$ cat config.mk
export PLATFORM = sky130hd
export DESIGN_NAME = processor_call_unit
export DESIGN_NICKNAME = d
export VERILOG_FILES = /design/src/rtl/processor_pkg.sv /design/src/rtl/call_stack_ram.sv /design/src/rtl/processor_call_unit.sv
export SDC_FILE = /design/constraint.sdc
export NUM_CORES = 1
export LEC_CHECK = 0
export ABC_AREA = 1
export CAP_MARGIN = 25
export CORE_MARGIN = 2
export CORE_UTILIZATION = 40
export CTS_CLUSTER_DIAMETER = 100
export DETAILED_ROUTE_END_ITERATION = 10
export PLACE_DENSITY = 0.56
export SLEW_MARGIN = 20
export SYNTH_ARGS = -nofsm -noshare
export SYNTH_HDL_FRONTEND = slang
export SYNTH_HIERARCHICAL = 1
export SYNTH_SLANG_ARGS = --single-unit
$ cat constraint.sdc
create_clock -name clock -period 3.9 [get_ports clock]
set_clock_uncertainty 0.2 [all_clocks]
set_input_delay 0.585 -clock clock [delete_from_list [all_inputs] [get_ports clock]]
set_output_delay 0.585 -clock clock [all_outputs]
set_load 0.1 [all_outputs]
$ cat src/rtl/processor_pkg.sv
// Shared types and constants for the processor call unit and its return-address stack.
package processor_pkg;

    typedef enum logic [1:0] {
        IDLE    = 2'd0,
        PENDING = 2'd1,
        SHADOW  = 2'd2
    } call_state_t;

    localparam int RAS_DEPTH_DEFAULT = 16;
    localparam int RAS_PTR_W         = $clog2(RAS_DEPTH_DEFAULT) + 1;

    // Pointer must reach DEPTH itself, so one bit wider than the index.
    function automatic int ras_ptr_w(input int depth);
        return $clog2(depth) + 1;
    endfunction

endpackage

$ cat src/rtl/call_stack_ram.sv
// Register-array LIFO backing the return-address stack; push wins if both are asserted.
module call_stack_ram
    import processor_pkg::*;
#(
    parameter int DEPTH = RAS_DEPTH_DEFAULT,
    parameter int WIDTH = 18
) (
    input  logic             clock,
    input  logic             reset,
    input  logic             push,
    input  logic             pop,
    input  logic [WIDTH-1:0] push_data,
    output logic [WIDTH-1:0] top,
    output logic             full,
    output logic             empty
);

    localparam int SP_W  = ras_ptr_w(DEPTH);
    localparam int IDX_W = $clog2(DEPTH);

    logic [SP_W-1:0]  sp;
    logic [WIDTH-1:0] mem [DEPTH];
    logic [IDX_W-1:0] wr_idx;
    logic [IDX_W-1:0] rd_idx;

    assign wr_idx = sp[IDX_W-1:0];
    assign rd_idx = IDX_W'(sp - SP_W'(1));
    assign full   = (sp == SP_W'(DEPTH));
    assign empty  = (sp == '0);
    assign top    = mem[rd_idx];

    always_ff @(posedge clock) begin
        if (reset) begin
            sp <= '0;
        end else if (push && !full) begin
            mem[wr_idx] <= push_data;
            sp          <= sp + SP_W'(1);
        end else if (pop && !empty) begin
            sp <= sp - SP_W'(1);
        end
    end

endmodule

$ cat src/rtl/processor_call_unit.sv
// Fetch redirect producer for call/jump/ret with a hardware return-address stack.
// Optional CALL_UNIT_TRAP_EN: stack overflow/underflow redirect to TRAP_ADDR.
module processor_call_unit
    import processor_pkg::*;
#(
    parameter int ADDR_SIZE   = 18,
    parameter int WORD_SIZE   = 18,
    parameter int STACK_DEPTH = RAS_DEPTH_DEFAULT,
    parameter logic [WORD_SIZE-1:0] TRAP_ADDR = '0
) (
    input  logic                 clock,
    input  logic                 reset,
    input  logic                 no_operation_in,
    input  logic [ADDR_SIZE-1:0] ip_in,
    input  logic                 is_call,
    input  logic                 is_jump,
    input  logic                 is_ret,
    input  logic [WORD_SIZE-1:0] target,
    input  logic                 fetch_stall,
    output logic                 call_performed,
    output logic [WORD_SIZE-1:0] ip_to_call,
    output logic                 return_performed,
    output logic [WORD_SIZE-1:0] ip_to_return,
    output logic                 busy,
    output logic                 stack_overflow,
    output logic                 stack_underflow
);

`ifdef CALL_UNIT_TRAP_EN
    localparam bit TRAP_EN = 1'b1;
`else
    localparam bit TRAP_EN = 1'b0;
`endif

    call_state_t          state;
    logic                 accept, do_ret, do_call, do_jump;
    logic                 ras_full, ras_empty;
    logic [WORD_SIZE-1:0] ras_top;
    logic [ADDR_SIZE-1:0] ip_next;
    logic [WORD_SIZE-1:0] ret_addr;

    // Only IDLE accepts; ret outranks call, call outranks jump.
    assign accept   = (state == IDLE) && !no_operation_in;
    assign do_ret   = accept && is_ret;
    assign do_call  = accept && !is_ret && is_call;
    assign do_jump  = accept && !is_ret && !is_call && is_jump;
    assign ip_next  = ip_in + ADDR_SIZE'(1);
    assign ret_addr = WORD_SIZE'(ip_next);
    assign busy     = (state != IDLE);

    call_stack_ram #(
        .DEPTH (STACK_DEPTH),
        .WIDTH (WORD_SIZE)
    ) u_ras (
        .clock     (clock),
        .reset     (reset),
        .push      (do_call),
        .pop       (do_ret),
        .push_data (ret_addr),
        .top       (ras_top),
        .full      (ras_full),
        .empty     (ras_empty)
    );

    always_ff @(posedge clock) begin
        if (reset) begin
            state            <= IDLE;
            call_performed   <= 1'b0;
            ip_to_call       <= '0;
            return_performed <= 1'b0;
            ip_to_return     <= '0;
            stack_overflow   <= 1'b0;
            stack_underflow  <= 1'b0;
        end else begin
            case (state)
                IDLE: begin
                    if (do_ret) begin
                        if (!ras_empty) begin
                            return_performed <= 1'b1;
                            ip_to_return     <= ras_top;
                            state            <= PENDING;
                        end else begin
                            stack_underflow <= 1'b1;
                            if (TRAP_EN) begin
                                call_performed <= 1'b1;
                                ip_to_call     <= TRAP_ADDR;
                                state          <= PENDING;
                            end
                        end
                    end else if (do_call || do_jump) begin
                        call_performed <= 1'b1;
                        ip_to_call     <= target;
                        state          <= PENDING;
                        if (do_call && ras_full) begin
                            stack_overflow <= 1'b1;
                            if (TRAP_EN) ip_to_call <= TRAP_ADDR;
                        end
                    end
                end
                PENDING: begin
                    // Fetch takes the redirect on the first unstalled cycle.
                    if (!fetch_stall) begin
                        call_performed   <= 1'b0;
                        return_performed <= 1'b0;
                        state            <= SHADOW;
                    end
                end
                SHADOW: begin
                    // First real slot here is the wrong-path fetch; drop it.
                    if (!no_operation_in) state <= IDLE;
                end
                default: state <= IDLE;
            endcase
        end
    end

endmodule

==> flow_metrics.py <==
metrics = {
    "global_route": {
        "antenna_found_initial": 0,
        "track_usage_pct": 18.67,
        "grt_pass1_wl_um": 52170,
        "grt_pass1_vias": 9157,
        "grt_max_degree": 150,
        "grt_overflow_total": 0,
    },
    "floorplan": {
        "die_w_um": 190.2,
        "dieArea_um2": 36170,
        "die_h_um": 190.2,
        "core_um2": 34370,
        "ioPinCount": 84,
        "start_util_pct": 40.34,
        "fp-row-count": 68,
    },
    "placed_design": {
        "place_inst": 1792,
        "hpwlAfterDp_um": 20770,
        "port-buffer-count": 83,
        "place_ws_ns": 0.6759,
        "place.gp.congestion": 0.8001,
    },
    "outcome": {
        "outcome": "finished clean",
    },
    "yosys": {
        "synth_xor_xnor_area_share_pct": 1.074,
        "synth_compound_area_share_pct": 6.317,
        "ys_top_cells_by_area": "edfxtp_1 62%, nor2_1 7.6%, dfxtp_1 6.8%",
        "synth_cell_type_count": 29,
        "synth_fa_ha_area_share_pct": 0.5414,
        "synth_top_family_by_area": "simple AND/OR/NAND/NOR gates",
        "synth-simple-area-share_pct": 19.13,
        "synth_largest_area_cell": "edfxtp_1",
        "yosysTopAreaCellShare_pct": 62.37,
        "syn_inst": 1279,
        "syn_area_um2": 13870,
        "yosys_register_bits": 335,
        "synthMuxAreaShare_pct": 0,
        "synth_fp_nets": 1328,
        "avgSynthCellArea_um2": 10.84,
        "yosys_warnings": 6,
        "seq_area_frac_synth_pct": 69.16,
    },
    "route": {
        "via_per_inst": 5.120,
        "num_vias": 9497,
        "drc": 0,
        "post_drt_wl_per_cell_um": 18.14,
        "drtIter0Drc": 694,
        "dr.pass1.iters": 5,
        "wl_um": 33650,
        "ant_nets": 0,
    },
    "clocking": {
        "cts_hold_buf": 0,
        "clock-sinks": 335,
        "clockBufferDepth": 3,
        "cts_buffers": 37,
        "cts_tree": "built",
        "clk_pin_slew_ns": 0.06,
        "cts_setup_buffers": 0,
        "worstSkewPairLatency_ns": 0.51,
        "cts_resized": 0,
        "cts_root_buf": "clkbuf_16",
        "htree_num_levels": 2,
    },
    "run": {
        "drv_cap": 0,
    },
    "sta": {
        "setup_tns_ns": 0,
        "max_freq_mhz": 333.1,
        "hold_violations": 0,
        "rsz0062_at_grt": "false",
        "fin_crit_sh_pct": 76.97,
        "fin_ws_ns": 0.8981,
        "fin_crit_ns": 3.002,
        "hold-worst-slack_ns": 0.2621,
        "setup_viol": 0,
        "slew_viol_final": 0,
        "worstMarginPinSlew_ns": 1.043,
        "slew_headroom_pct": 30.23,
    },
    "min_path": {
        "hold_path_class": "flip-flop to flip-flop",
    },
    "worst_setup_path": {
        "required_ns": 3.12,
        "cp_data_arrival_time_ns": 2.22,
        "cp_max_fo": 6,
        "start_kind": "flip-flop",
        "worstSetupPathType": "flip-flop to primary output",
        "cp-end-kind": "primary output",
    },
    "finish": {
        "area_growth_pct": 18.92,
        "drive_above_1_share_pct": 9.214,
        "fin_nets": 1425,
        "layoutNonFillerInstCount": 1855,
        "layout_commonest_cell": "edfxtp_1",
        "layout_common_cells": "288 x edfxtp_1, 271 x nor2_1, 189 x nand2_1",
        "antenna_cells": 0,
    },
    "power": {
        "max-vdd-ir-drop_mv": 0.4625,
        "power.density_nw_per_um2": 696.3,
        "p_leak_nw": 5.794,
    },
}
-- logic make-up (layout without fill, tap and decap cells) --
| kind of cell | after synthesis | count (layout) |
|---|---|---|
| simple gates | 638 | 638 |
| flops | 335 | 335 |
| compound gates | 175 | 175 |
| buf+inv | 108 | 229 |
| xor+xnor | 17 | 17 |
| fa+ha+maj | 6 | 6 |
-- stage by stage --
stage	instance area [um2]	utilization [%]	power, mW
floorplan	13870	-	7.087
global placement	15340	44.62	8.225
detailed placement	15340	44.62	8.234
CTS	16490	47.97	11.56
global route	16490	47.97	12.08
finish	16490	47.97	11.48
-- layer usage --
layer	vias up	global-route usage (%)	share of wire, %
met5	-	0	0
met4	0	4.085	1.1
met3	28	3.486	7.8
met2	310	29.63	45
met1	4556	26.78	46
li1	4603	-	-
-- final timing paths --
path         depth (start not counted)              end            from  slack (ns)
max                                  3             busy        state[0]        0.90
min                                  2   call_performed  call_performed        0.26
max reg2reg                         10  ip_to_return[3]     u_ras/sp[0]        0.92
min reg2reg                          2   call_performed  call_performed        0.26
-- cell type report --
class,count,area (um2)
sequential,335,9593
fill,3188,17880
clock buffer,53,1081
multi-input combinational,836,3832
clock inverter,10,72.57
timing repair buffer,129,1201
inverter,37,140.1
tap,455,569.3
-- state kept, by name (all words and copies together) (netlist names) --
name / cells
call_performed: 1
stack_underflow: 1
u_ras/sp: 5
return_performed: 1
u_ras/mem: 288
state: 2
stack_overflow: 1
ip_to_return: 18
ip_to_call: 18
-- synth_stat cells, drive strengths merged --
library cell and instances:
o21ai 129, clkinv 1, ha 6, nand3b 1
nand4 5, a21oi 46, nand3 150, or2 1
nand2 191, buf 47, dfxtp 47, clkbuf 24
xor2 9, edfxtp 288, inv 36, nor3 8
xnor2 8, nor2 282
-- power by group --
part,total (mW),internal [mW],leakage (nW),switching [mW]
Combinational,4.07,1.07,2.26,3.00
Sequential,4.10,4.02,2.97,0.0815
Clock,3.31,1.98,0.568,1.33
-- critical path, stage by stage, from the launching register on --
cell             delay, ns
dfxtp_1               0.41
nor2_4                0.08
inv_2                 0.08
clkdlybuf4s50_1       1.13
(Power assumes the default switching activity.)
==> patch 1 (same flow settings) <==
The option `CALL_UNIT_TRAP_EN` is turned on by a define.
--- a/src/rtl/processor_call_unit.sv
+++ b/src/rtl/processor_call_unit.sv
@@ -1,4 +1,6 @@
 // Fetch redirect producer for call/jump/ret with a hardware return-address stack.
 // Optional CALL_UNIT_TRAP_EN: stack overflow/underflow redirect to TRAP_ADDR.
+`define CALL_UNIT_TRAP_EN
+
 module processor_call_unit
     import processor_pkg::*;
Function: changed (Yosys sat finds a counterexample within 4 cycles, from zero or initial values and one cycle with reset high).
==> patch 1 against the unedited design <==
- area after synthesis grew 1.2%
- power shrank 12%
- sequential cell count is the same
- wire length grew 11%
- design area grew 1.5%
- first-iteration DRC count grew 35%
- cell count grew 2.7%
- worst setup slack lost 0.17 ns
- critical path type is now flop to flop
- largest power group unchanged
==> patch 1: results (changes against the unedited design) <==
Final-layout fill cell count -> 3,167 (-0.66%)
First-pass GRT wire length -> 55.2 mm (+5.8%)
Drt first pass iters -> 5 (unchanged)
Post-synthesis compound-gate area fraction -> 6.26% (-0.057 points)
Largest registers -> u_ras/mem (288), ip_to_call (18), ip_to_return (18)
GRT Util Overall -> 20.3% (+1.6 points)
Routability cong. -> 0.880 (+9.9%)
Top post-synthesis cells by area -> edfxtp_1 (62%), nor2_1 (9.0%), dfxtp_1 (6.7%), nand3_1 (5.3%), o21ai_0 (5.3%)
Pre-CTS worst setup slack -> 0.574 ns (-0.102 ns)
Layout net count -> 1,471 (+3.2%)
LEAKAGE -> 0.00602 uW (+3.8%)
Critical Path AT -> 3.41 ns (+1.19 ns)
Sequential area share after synthesis -> 68.3% (-0.81 points)
Max reg flops -> 288 (unchanged)
Crit-path max FO -> 48 (+42)
Outcome -> complete, no violations
Mux cell area share after synthesis -> 0% (unchanged)
Avg Synthesized Cell Area -> 10.6 um2 (-2.5%)
Total CTS buffers -> 37 (unchanged)
Resize count post-CTS -> 0 (unchanged)
HP Class -> flop to flop
Syn Nets -> 1,377 (+3.7%)
Post-Synth XOR/XNOR Area -> 0.999% (-0.075 points)
Worst VDD drop -> 386 uV (-16%)
Clk root buf -> clkbuf_16
CTS H-tree depth -> 2 (unchanged)
Synth Area in Adders -> 0.535% (-0.0064 points)
Slew @ Worst Pin -> 1.02 ns (-0.0227 ns)
Final HPWL DP -> 23.2 mm (+12%)
Vias per cell -> 5.13 (+0.30%)
Synth cell count leaders -> nor2_1 (336), edfxtp_1 (288), nand2_1 (175)
Final wirelength -> 37.3 mm (+11%)
Port Buffer Count -> 83 (unchanged)
Layout cell share with drive strength beyond 1 -> 9.10% (-0.11 points)
Initial drt markers -> 939 (+35%)
Placement Cell Area -> 0.0155 mm2 (+1.0%)
Unique cell type count in the Yosys netlist -> 28 (-3.4%)
Inst Count DP -> 1,838 (+2.6%)
Clock Latency Late Sink -> 0.52 ns
Post-detailed-route wirelength per cell -> 19.6 um (+7.8%)
Number of global-route vias before repair -> 9,198 (+0.45%)
Top FF cell, synth -> edfxtp_1
Setup repair bufs after CTS -> 0 (unchanged)
Initial antenna violation count -> 1 (+1)
## patch 1: cells by family after synthesis
family,Yosys count
compound gates,175
xor+xnor,16
fa+ha+maj,6
buf+inv,111
flops,335
simple gates,685
## patch 1: final timing paths
kind	to	cells after the start	startpoint	slack [ns]
worst min-delay path	call_performed	2	call_performed	0.25
worst max register to register	return_performed	10	u_ras/sp[0]	0.73
worst min register to register	call_performed	2	call_performed	0.25
worst max-delay path	return_performed	10	u_ras/sp[0]	0.73
## patch 1: per-layer routing
metal,part of all wire [%],global-route usage [%],up-vias
li1,-,-,4757
met1,45,28.4,4644
met2,45,31.9,320
met3,6.4,3.08,61
met4,3.8,7.75,0
met5,0,0,-
## patch 1: area by class of cell
class                   count  area [um2]  area share [%]
clock inverters            20         223            1.33
flip-flops and latches    335        9590            57.3
repair buffers            126        1170            6.97
clock buffers              47        1030            6.13
well taps                 455         569            3.40
inverters                  40         153           0.912
multi-input cells         882        4010            24.0
## patch 1: where the power goes
part	leakage (uW)	internal, uW	switching [uW]	total, uW
logic	0.00242	636	1920	2560
registers	0.00297	3980	48.1	4030
clock network	0.000620	2190	1380	3570
## patch 1: critical path: stages, from the launching register on
cell	delay, ns
dfxtp_4	0.36
inv_4	0.35
ha_4	0.27
nand3_1	0.17
inv_1	0.15
clkinv_1	0.44
nand4_1	0.76
nand2_1	0.10
nand2_1	0.09
nand2_1	0.05
a21oi_1	0.10
==> patch 2 (config.mk and constraints unchanged) <==
Without the edit above. Re-encode `call_state_t` (3 states) as one-hot, 3 bits wide.
--- a/src/rtl/processor_pkg.sv
+++ b/src/rtl/processor_pkg.sv
@@ -2,8 +2,8 @@
 package processor_pkg;
 
-    typedef enum logic [1:0] {
-        IDLE    = 2'd0,
-        PENDING = 2'd1,
-        SHADOW  = 2'd2
+    typedef enum logic [2:0] {
+        IDLE    = 3'b001,
+        PENDING = 3'b010,
+        SHADOW  = 3'b100
     } call_state_t;
 
Formal check against the unedited RTL: no difference found for any inputs over 4 cycles, from zero or initial values and one cycle with reset high; so few cycles prove little.
==> patch 2 against the unedited design <==
- wire length is 6.1% higher
- cell count increased by 0.59%
- power increased by 4.0%
- sequential cell count is 1 higher
- design area increased by 0.84%
- area after synthesis increased by 0.46%
- synthesized cell count increased by 0.55%
- worst setup slack lost 0.045 ns
- highest routed layer unchanged
==> patch 2: results (changes against the unedited design) <==
Mux cell area share after synthesis -> 0% (unchanged)
Layout cell share with drive strength beyond 1 -> 10.1% (+0.85 points)
Port Buffer Count -> 83 (unchanged)
Post-Synth XOR/XNOR Area -> 1.07% (-0.0049 points)
First-pass GRT wire length -> 54.3 mm (+4.1%)
Setup repair bufs after CTS -> 0 (unchanged)
Post-synthesis compound-gate area fraction -> 6.33% (+0.016 points)
Final-layout fill cell count -> 3,170 (-0.56%)
Post-detailed-route wirelength per cell -> 19.1 um (+5.5%)
Placement Cell Area -> 0.0155 mm2 (+0.87%)
Clk root buf -> clkbuf_16
Top post-synthesis cells by area -> edfxtp_1 (62%), nor2_1 (9.4%), dfxtp_1 (6.9%), o21ai_0 (5.5%), nand3_1 (4.6%)
Initial drt markers -> 745 (+7.3%)
Total CTS buffers -> 36 (-2.7%)
Number of diodes -> 0 (unchanged)
Outcome -> complete, no violations
GRT Util Overall -> 19.8% (+1.1 points)
LEAKAGE -> 0.00597 uW (+3.0%)
Rel. slew slack -> 30.2% (-0.062 points)
Synth cell count leaders -> nor2_1 (349), edfxtp_1 (288), o21ai_0 (153)
Syn Nets -> 1,335 (+0.53%)
Crit-path max FO -> 6 (unchanged)
CTS H-tree depth -> 2 (unchanged)
Drt first pass iters -> 5 (unchanged)
CTS Buffer Depth -> 3 (unchanged)
Vias per cell -> 5.12 (about the same)
Critical Path AT -> 2.26 ns (+0.04 ns)
Routability cong. -> 0.858 (+7.2%)
HP Class -> flop to flop
Inst Count DP -> 1,802 (+0.56%)
Synth Area in Adders -> 0.539% (-0.0025 points)
Sequential area share after synthesis -> 69.0% (-0.17 points)
Avg Synthesized Cell Area -> 10.8 um2 (about the same)
Top FF cell, synth -> edfxtp_1
Final HPWL DP -> 22.3 mm (+7.2%)
Clock Latency Late Sink -> 0.52 ns
Largest net degree at the start of global routing -> 150 (unchanged)
Vias -> 9,559 (+0.65%)
Layout net count -> 1,434 (+0.63%)
Unique cell type count in the Yosys netlist -> 30 (+3.4%)
Number of global-route vias before repair -> 9,144 (-0.14%)
Async S/R FF share, synth -> 0% (unchanged)
Worst VDD drop -> 479 uV (+3.6%)
patch 2: cell families (layout without fill, tap and decap cells):
logic type | Yosys count | after routing
buffers and inverters | 108 | 233
DFF | 336 | 336
adders and majority gates | 6 | 6
xor gates and xnor gates | 17 | 17
AOI/OAI and AO/OA | 175 | 175
and+or+nand+nor | 644 | 644
patch 2: critical path, stage by stage, from the launching register on:
cell and delay [ns]:
dfxtp_1 0.42, inv_2 0.08, nand3_4 0.10, clkdlybuf4s50_1 1.15
patch 2: metal layers:
metal  global-route usage [%]  up-vias  wire [um]
li1                         -     4617          -
met1                     27.8     4595      16100
met2                     31.2      301      16300
met3                     4.42       46       2690
met4                     5.01        0        650
met5                        0        -          0
patch 2: path summary, 6_finish.rpt:
| path | start | end | slack (ns) | depth (start not counted) |
|---|---|---|---|---|
| min reg2reg | stack_overflow | stack_overflow | 0.25 | 2 |
| min | stack_overflow | stack_overflow | 0.25 | 2 |
| max | state[1] | busy | 0.85 | 3 |
| max reg2reg | u_ras/sp[1] | ip_to_return[0] | 0.89 | 11 |
patch 2: area by class of cell:
| type | instances | share of cell area (%) |
|---|---|---|
| clock inverters | 18 | 1.07 |
| repair buffers | 130 | 7.64 |
| well taps | 455 | 3.42 |
| clock buffers | 46 | 5.90 |
| inverters | 39 | 0.888 |
| multi-input cells | 842 | 23.3 |
| flip-flops and latches | 336 | 57.8 |
patch 2: report_power, final:
group	switching, uW	internal, uW
logic	3290	1180
registers	89.3	4050
clock network	1360	1980
total	4740	7200
patch 2: per-stage QoR:
step           power, uW  hold WS, ns  setup WS, ns  util, %
2_1_floorplan       7300        0.274         0.289        -
3_3_place_gp        8640        0.238         0.494     44.9
3_5_place_dp        8640        0.244         0.436     44.9
4_1_cts            12000        0.253         0.825     48.3
5_1_grt            12600        0.281         0.725     48.3
6_report           11900        0.249         0.853     48.3
